--- src/rtl/cms_pkg.sv ---
// Shared definitions for the trace-window / address-filter unit:
// FSM state encoding, control register map and slot limits.
package cms_pkg;

  // Trace window FSM states; the encoding is visible on the trace_state port
  typedef enum logic [1:0] {
    ST_ARMED    = 2'd0,
    ST_TRACING  = 2'd1,
    ST_DRAINING = 2'd2,
    ST_DONE     = 2'd3
  } trace_state_t;

  // Upper limit on trigger pairs and monitored ranges
  localparam int CMS_MAX_SLOTS = 8;

  // Control register map (write-only)
  localparam int CMS_ADDR_CTRL          = 'h00;
  localparam int CMS_ADDR_REARM         = 'h01;
  localparam int CMS_ADDR_POST_COUNT    = 'h02;
  localparam int CMS_ADDR_START_BASE    = 'h10;
  localparam int CMS_ADDR_END_BASE      = 'h18;
  localparam int CMS_ADDR_TRIG_EN_BASE  = 'h20;
  localparam int CMS_ADDR_RANGE_BASE    = 'h30;
  localparam int CMS_ADDR_RANGE_EN_BASE = 'h40;

endpackage

--- src/rtl/cms_range_checker.sv ---
// Single monitored address range: inclusive unsigned compare of pc
// against optional lower and upper bounds.
module cms_range_checker #(
  parameter int XLEN = 64
) (
  input  logic [XLEN-1:0] i_pc,
  input  logic [XLEN-1:0] i_lo,
  input  logic [XLEN-1:0] i_hi,
  input  logic            i_lo_en,
  input  logic            i_hi_en,
  output logic            o_in_range,
  output logic            o_active
);

  // A disabled bound never excludes; a range with no bound enabled is inactive
  always_comb begin
    o_in_range = (!i_lo_en || (i_pc >= i_lo)) && (!i_hi_en || (i_pc <= i_hi));
    o_active   = i_lo_en | i_hi_en;
  end

endmodule

--- src/rtl/cms_trace_filter.sv ---
// Trace-window and address-filter unit. Start/end trigger pairs open and
// close a trace window (with optional post-trigger drain and one-shot mode),
// monitored ranges gate which traced instructions are forwarded, and the
// surviving pc/instr pairs are emitted on a registered output stream.
module cms_trace_filter
  import cms_pkg::*;
#(
  parameter int XLEN       = 64,
  parameter int ADDR_WIDTH = 8,
  parameter int DATA_WIDTH = 64,
  parameter int N_TRIG     = 4,
  parameter int N_RANGE    = 4,
  parameter int CNT_WIDTH  = 16,
  parameter int CTRL_WRITE_ENABLE_POSEDGE_TRIGGERED = 1
) (
  input  logic                  clk,
  input  logic                  rst,
  input  logic [XLEN-1:0]       pc,
  input  logic [31:0]           instr,
  input  logic                  pc_valid,
  input  logic                  en,
  input  logic [ADDR_WIDTH-1:0] ctrl_addr,
  input  logic [DATA_WIDTH-1:0] ctrl_wdata,
  input  logic                  ctrl_write_enable,
  output logic                  out_valid,
  output logic [XLEN-1:0]       out_pc,
  output logic [31:0]           out_instr,
  output logic [1:0]            trace_state,
  output logic [2:0]            last_trig_idx
);

  // Configuration registers
  logic                 r_one_shot;
  logic [CNT_WIDTH-1:0] r_post_count;
  logic [XLEN-1:0]      r_start_addr [N_TRIG];
  logic [XLEN-1:0]      r_end_addr   [N_TRIG];
  logic [N_TRIG-1:0]    r_start_en;
  logic [N_TRIG-1:0]    r_end_en;
  logic [XLEN-1:0]      r_lo [N_RANGE];
  logic [XLEN-1:0]      r_hi [N_RANGE];
  logic [N_RANGE-1:0]   r_lo_en;
  logic [N_RANGE-1:0]   r_hi_en;
  logic                 r_we_d;

  // Trace state
  trace_state_t         r_state;
  logic [CNT_WIDTH-1:0] r_cnt;
  logic [2:0]           r_last_idx;

  // Output registers
  logic                 r_out_valid;
  logic [XLEN-1:0]      r_out_pc;
  logic [31:0]          r_out_instr;

  // Combinational helpers
  logic                 w_wr;
  logic                 w_rearm;
  logic                 w_sample;
  logic                 w_start_hit;
  logic                 w_end_hit;
  logic [2:0]           w_start_idx;
  logic                 w_any_start_en;
  logic [N_RANGE-1:0]   w_in_range;
  logic [N_RANGE-1:0]   w_active;
  logic                 w_range_ok;
  logic                 w_traced;
  logic                 w_emit;
  trace_state_t         w_end_state;
  logic [CNT_WIDTH-1:0] w_end_cnt;

  // In edge mode a strobe held high performs a single write on its first cycle
  assign w_wr = (CTRL_WRITE_ENABLE_POSEDGE_TRIGGERED != 0) ?
                (ctrl_write_enable && !r_we_d) : ctrl_write_enable;
  assign w_rearm  = w_wr && (ctrl_addr == ADDR_WIDTH'(CMS_ADDR_REARM)) && ctrl_wdata[0];
  assign w_sample = pc_valid && en;

  // Previous strobe level for rising-edge detection
  always_ff @(posedge clk) begin
    if (rst) begin
      r_we_d <= 1'b0;
    end else begin
      r_we_d <= ctrl_write_enable;
    end
  end

  // Register-port decode; slots beyond N_TRIG/N_RANGE simply never match
  always_ff @(posedge clk) begin
    if (rst) begin
      r_one_shot   <= 1'b0;
      r_post_count <= '0;
      r_start_en   <= '0;
      r_end_en     <= '0;
      r_lo_en      <= '0;
      r_hi_en      <= '0;
      for (int i = 0; i < N_TRIG; i++) begin
        r_start_addr[i] <= '0;
        r_end_addr[i]   <= '0;
      end
      for (int k = 0; k < N_RANGE; k++) begin
        r_lo[k] <= '0;
        r_hi[k] <= '0;
      end
    end else if (w_wr) begin
      if (ctrl_addr == ADDR_WIDTH'(CMS_ADDR_CTRL)) begin
        r_one_shot <= ctrl_wdata[0];
      end
      if (ctrl_addr == ADDR_WIDTH'(CMS_ADDR_POST_COUNT)) begin
        r_post_count <= CNT_WIDTH'(ctrl_wdata);
      end
      for (int i = 0; i < N_TRIG; i++) begin
        if (ctrl_addr == ADDR_WIDTH'(CMS_ADDR_START_BASE + i)) begin
          r_start_addr[i] <= XLEN'(ctrl_wdata);
        end
        if (ctrl_addr == ADDR_WIDTH'(CMS_ADDR_END_BASE + i)) begin
          r_end_addr[i] <= XLEN'(ctrl_wdata);
        end
        if (ctrl_addr == ADDR_WIDTH'(CMS_ADDR_TRIG_EN_BASE + i)) begin
          r_start_en[i] <= ctrl_wdata[0];
          r_end_en[i]   <= ctrl_wdata[1];
        end
      end
      for (int k = 0; k < N_RANGE; k++) begin
        if (ctrl_addr == ADDR_WIDTH'(CMS_ADDR_RANGE_BASE + 2 * k)) begin
          r_lo[k] <= XLEN'(ctrl_wdata);
        end
        if (ctrl_addr == ADDR_WIDTH'(CMS_ADDR_RANGE_BASE + 2 * k + 1)) begin
          r_hi[k] <= XLEN'(ctrl_wdata);
        end
        if (ctrl_addr == ADDR_WIDTH'(CMS_ADDR_RANGE_EN_BASE + k)) begin
          r_lo_en[k] <= ctrl_wdata[0];
          r_hi_en[k] <= ctrl_wdata[1];
        end
      end
    end
  end

  // Trigger matching; scanning downward leaves the lowest matching index
  always_comb begin
    w_start_hit = 1'b0;
    w_end_hit   = 1'b0;
    w_start_idx = 3'd0;
    for (int i = N_TRIG - 1; i >= 0; i--) begin
      if (w_sample && r_start_en[i] && (pc == r_start_addr[i])) begin
        w_start_hit = 1'b1;
        w_start_idx = 3'(i);
      end
      if (w_sample && r_end_en[i] && (pc == r_end_addr[i])) begin
        w_end_hit = 1'b1;
      end
    end
  end

  assign w_any_start_en = |r_start_en;

  // One comparator per monitored range
  for (genvar k = 0; k < N_RANGE; k++) begin : g_range
    cms_range_checker #(
      .XLEN (XLEN)
    ) u_range (
      .i_pc       (pc),
      .i_lo       (r_lo[k]),
      .i_hi       (r_hi[k]),
      .i_lo_en    (r_lo_en[k]),
      .i_hi_en    (r_hi_en[k]),
      .o_in_range (w_in_range[k]),
      .o_active   (w_active[k])
    );
  end

  // With no active range everything passes; otherwise any active range may admit
  assign w_range_ok = (~|w_active) || (|(w_in_range & w_active));

  // Whether the current instruction falls inside the trace window, and where
  // an end trigger sends the FSM (drain first if a post count is configured)
  always_comb begin
    w_traced    = 1'b0;
    w_end_state = r_one_shot ? ST_DONE : ST_ARMED;
    w_end_cnt   = '0;
    case (r_state)
      ST_ARMED:    w_traced = w_start_hit;
      ST_TRACING:  w_traced = 1'b1;
      ST_DRAINING: w_traced = 1'b1;
      default:     w_traced = 1'b0;
    endcase
    if (r_post_count != '0) begin
      w_end_state = ST_DRAINING;
      w_end_cnt   = r_post_count;
    end
  end

  assign w_emit = w_sample && w_traced && w_range_ok;

  // Trace window FSM; rearm beats any hit, en=0 freezes everything else
  always_ff @(posedge clk) begin
    if (rst) begin
      r_state    <= ST_ARMED;
      r_cnt      <= '0;
      r_last_idx <= 3'd0;
    end else if (w_rearm) begin
      r_state <= ST_ARMED;
      r_cnt   <= '0;
    end else if (en) begin
      case (r_state)
        ST_ARMED: begin
          if (!w_any_start_en) begin
            r_state <= ST_TRACING;
          end else if (w_start_hit) begin
            r_last_idx <= w_start_idx;
            if (w_end_hit) begin
              r_state <= w_end_state;
              r_cnt   <= w_end_cnt;
            end else begin
              r_state <= ST_TRACING;
            end
          end
        end
        ST_TRACING: begin
          if (w_start_hit) begin
            r_last_idx <= w_start_idx;
          end
          if (w_end_hit) begin
            r_state <= w_end_state;
            r_cnt   <= w_end_cnt;
          end
        end
        ST_DRAINING: begin
          if (w_sample) begin
            r_cnt <= r_cnt - 1'b1;
            if (r_cnt == CNT_WIDTH'(1)) begin
              r_state <= r_one_shot ? ST_DONE : ST_ARMED;
            end
          end
        end
        default: begin
          r_state <= r_state;
        end
      endcase
    end
  end

  // Registered output stream; pc/instr hold between emitted instructions
  always_ff @(posedge clk) begin
    if (rst) begin
      r_out_valid <= 1'b0;
      r_out_pc    <= '0;
      r_out_instr <= '0;
    end else begin
      r_out_valid <= w_emit;
      if (w_emit) begin
        r_out_pc    <= pc;
        r_out_instr <= instr;
      end
    end
  end

  assign out_valid     = r_out_valid;
  assign out_pc        = r_out_pc;
  assign out_instr     = r_out_instr;
  assign trace_state   = r_state;
  assign last_trig_idx = r_last_idx;

endmodule

--- config.mk ---
export PLATFORM = sky130hd
export DESIGN_NAME = cms_trace_filter
export DESIGN_NICKNAME = d
export VERILOG_FILES = /design/src/rtl/cms_pkg.sv /design/src/rtl/cms_range_checker.sv /design/src/rtl/cms_trace_filter.sv
export SDC_FILE = /design/constraint.sdc
export NUM_CORES = 2
export LEC_CHECK = 0
export ABC_AREA = 1
export ABC_CLOCK_PERIOD_IN_PS = 9460
export BUFFER_PORTS_ARGS = -buffer_cell sky130_fd_sc_hd__clkbuf_2
export CAP_MARGIN = 20
export CORE_MARGIN = 5
export CORE_UTILIZATION = 28
export DETAILED_ROUTE_END_ITERATION = 7
export HOLD_SLACK_MARGIN = 0.02
export PLACE_DENSITY_LB_ADDON = 0.12
export SLEW_MARGIN = 15
export SYNTH_ARGS = -nofsm -noshare
export SYNTH_HDL_FRONTEND = slang
export SYNTH_SLANG_ARGS = --single-unit
export TNS_END_PERCENT = 30
--- constraint.sdc ---
create_clock -name clk -period 9.46 [get_ports clk]
set_input_delay 0.946 -clock clk [delete_from_list [all_inputs] [get_ports clk]]
set_output_delay 0.946 -clock clk [all_outputs]
set_load 0.05 [all_outputs]
==> results.tsv <==
metric	value	unit
Final Max Slew Viols	0	
status	finished, final reports clean	
combinational power share	14.1	%
Starting Density	28.1	%
Worst path slowest cell	nor2_1	
largest area contributor in the netlist	edfxtp_1	
Sw Share	29.4	%
Final Hold Fails	0	
vias in the first global route	47300	
number of synthesized flops with an enable pin	1024	
Worst path max stage delay	890	ps
hold buffer count at CTS	0	
area grow syn2layout	15.0	%
core area	229000	um^2
area occupied by multi-input gates	25900	um^2
Nets	7990	
CTS resizes	0	
post-synthesis sequential area ratio	52.5	%
Hold WC Path Type	in -> reg	
cell breakdown of the critical path	clkbuf_2 -> ha_1 -> nand2_1 -> inv_1 -> nand3_1 -> nor3_1 -> nand2_1 -> nor2_1 -> nand3b_1 -> o21a_1 -> nand2_1 -> nand2_1 -> nand2_1 -> inv_1 -> nand2_1 -> nand2_8 -> buf_4 -> nand2_1 -> nand2_1 -> nor2_1	
fmax	189	MHz
initial antenna violation count	9	
FF+latch area	33800	um^2
Rel. slew slack	17.5	%
Seq cells post-synth	1175	
GR Util met2	37.0	%
Die H	489	um
vias per inst	4.77	
Detail Placement HPWL	192	mm
Final period util	55.8	%
clock group share of total power	41.9	%
DR pass1 iterations	6	
Psw	3.92	mW
Worst IR Drop VDD	0.179	mV
DP Worst Slack	3450	ps
hold slack final	357	ps
fill count	24000	
total leakage power	31.8	nW
Max Buffers Root-to-Sink	3	
Max Clock Skew	29.7	ps
Post-Syn Nets	7732	
min setup slack post-route	4180	ps
Setup CP Type	in -> reg	
CP arrival	6010	ps
top post-synthesis cells by area	edfxtp_1 (48%), ha_1 (10%), nor2_1 (9.5%), nand2_1 (6.3%), inv_1 (5.3%)	
Total Routing Usage GR	22.5	%
clock tree sinks	1175	
cells after synthesis	7041	
met3 GRT Util	3.46	%
Final setup viols	0	
reg-to-reg slack, setup	4690	ps
drt drc	0	
Cell variety after synth	56	
RSZ-0062 raised after global routing	no	
sequential share of power	44.0	%
die footprint	240000	um^2
DR WL/cell	26.4	um
ys flop type	edfxtp_1	
Post-Syn Area	64400	um^2
first-pass GRT wire length	377	mm
RePlAce Congestion	0.992	
total grt overflow	0	
Rows	176	
setup bufs post-CTS	0	
Ports	275	
Pwr Density	180	nW/um^2
Worst setup SP type	input pin	
Worst EP required	10190	ps
Max FO, Critical Path	67	
Routed WL	276	mm
most frequent CP cell	nand2_1	
layout cells sized above 1	9.69	%
Max Cap Violations	0	
async set or reset register ratio after synthesis	0	%
share of the synthesized area in the top cell type	47.8	%
CTS tree	done	
Mapped Avg Cell Area	9.14	um^2
CTS root buffer	clkbuf_16	
GRT busiest layer	met2	
setup TNS	0	ps
clock latency on the worst-skew pair	820	ps
IO buf count	273	
H-tree level count	4	
warnings from Yosys	0	
die width	489	um
largest net degree at the start of global routing	107	
initial DRC count	4520	
clk slew on worst S/H paths	60	ps
CP Capture Type	flop	
minimum clock period	5280	ps
worst slew pin tran	1240	ps
Inserted Clock Buffers	150	
Antenna Violating Nets Remaining	0	
routing usage on met1	30.3	%
DR vias	49900	
Int Power	9.41	mW
==> Yosys cell counts (all sizes together), types with 8 or more instances <==
library cell  instances
or2                  52
nor2               1627
o21ai               165
dfxtp               151
nand4               146
o21bai               10
clkinv               15
a211oi                8
ha                  518
nand2              1088
o22ai                22
o21a                 20
nor3                111
nand3               129
inv                 960
xnor2               227
nor4                 26
xor2                117
nand3b               20
clkbuf              184
edfxtp             1024
buf                  92
a21oi               286
nor3b                 9
==> state kept, by name (all words and copies together), names as in the netlist, 16 cells and up <==
name	cells
out_pc	64
r_start_addr	256
r_hi	256
r_end_addr	256
r_post_count	16
out_instr	32
r_lo	256
r_cnt	16
==> cells by family (layout without fill, tap and decap cells) <==
kind of cell | count (synthesis) | after routing | share of synthesized area [%]
buffers and inverters | 1251 | 1633 | 7.88
other | 1 | 7 | 0.00583
xor gates and xnor gates | 344 | 344 | 4.68
adders and majority gates | 518 | 518 | 10.1
and+or+nand+nor | 3229 | 3229 | 20.6
DFF | 1175 | 1175 | 52.5
AOI/OAI and AO/OA | 523 | 523 | 4.33
==> worst paths after layout <==
path,cells past startpoint,to,startpoint
min,3,r_we_d$_SDFF_PP0_,ctrl_write_enable
max,20,out_pc[6]$_SDFFE_PP0P_,pc[46]
min reg2reg,2,r_cnt[5]$_SDFFE_PP0P_,r_cnt[5]$_SDFFE_PP0P_
max reg2reg,20,out_pc[6]$_SDFFE_PP0P_,r_hi[1][47]$_SDFFCE_PN0P_
==> cell usage in the layout (no fill, tap or decap), types with 151 or more instances in the layout <==
cell type / instances
a21oi_1: 285
clkbuf_16: 153
clkbuf_2: 273
dfxtp_1: 151
edfxtp_1: 1024
ha_1: 518
inv_1: 908
nand2_1: 1073
nor2_1: 1625
xnor2_1: 227
==> routing by layer <==
| metal | up-vias | wire (um) |
|---|---|---|
| met5 | - | 23 |
| met4 | 4 | 10600 |
| met3 | 367 | 15900 |
| met2 | 1530 | 129000 |
| met1 | 24600 | 121000 |
| li1 | 23400 | - |
==> area by class of cell <==
type	instances	area share, %
timing repair buffer	382	3.05
antenna	6	0.0203
clock buffer	211	5.55
tap	3026	5.11
multi-input combinational	4615	35.0
inverter	975	4.98
clock inverter	65	0.667
sequential	1175	45.6
==> power groups by stage <==
stage | logic (mW) | clock network (mW) | registers (mW)
floorplan | 0.902 | 0 | 6.19
global placement | 1.87 | 0 | 5.98
detailed placement | 1.88 | 0 | 5.98
CTS | 1.89 | 5.71 | 5.87
global route | 2.03 | 5.91 | 5.88
finish | 1.87 | 5.59 | 5.87
==> per-stage QoR <==
stage,util [%],power [mW],instance area (um^2),std cells
finish,32.3,13.3,74000,10500
global route,32.3,13.8,74000,10500
CTS,32.3,13.5,74000,10400
detailed placement,30.2,7.86,69400,10200
global placement,30.2,7.84,69300,10200
floorplan,-,7.09,64400,7041
==> worst max-delay path, delay by kind of cell <==
kind	cells	cell delay, ps
buffers and inverters	4	970
AOI/OAI and AO/OA	1	310
and+or+nand+nor	14	3010
adders and majority gates	1	510
(Power assumes the default switching activity.)
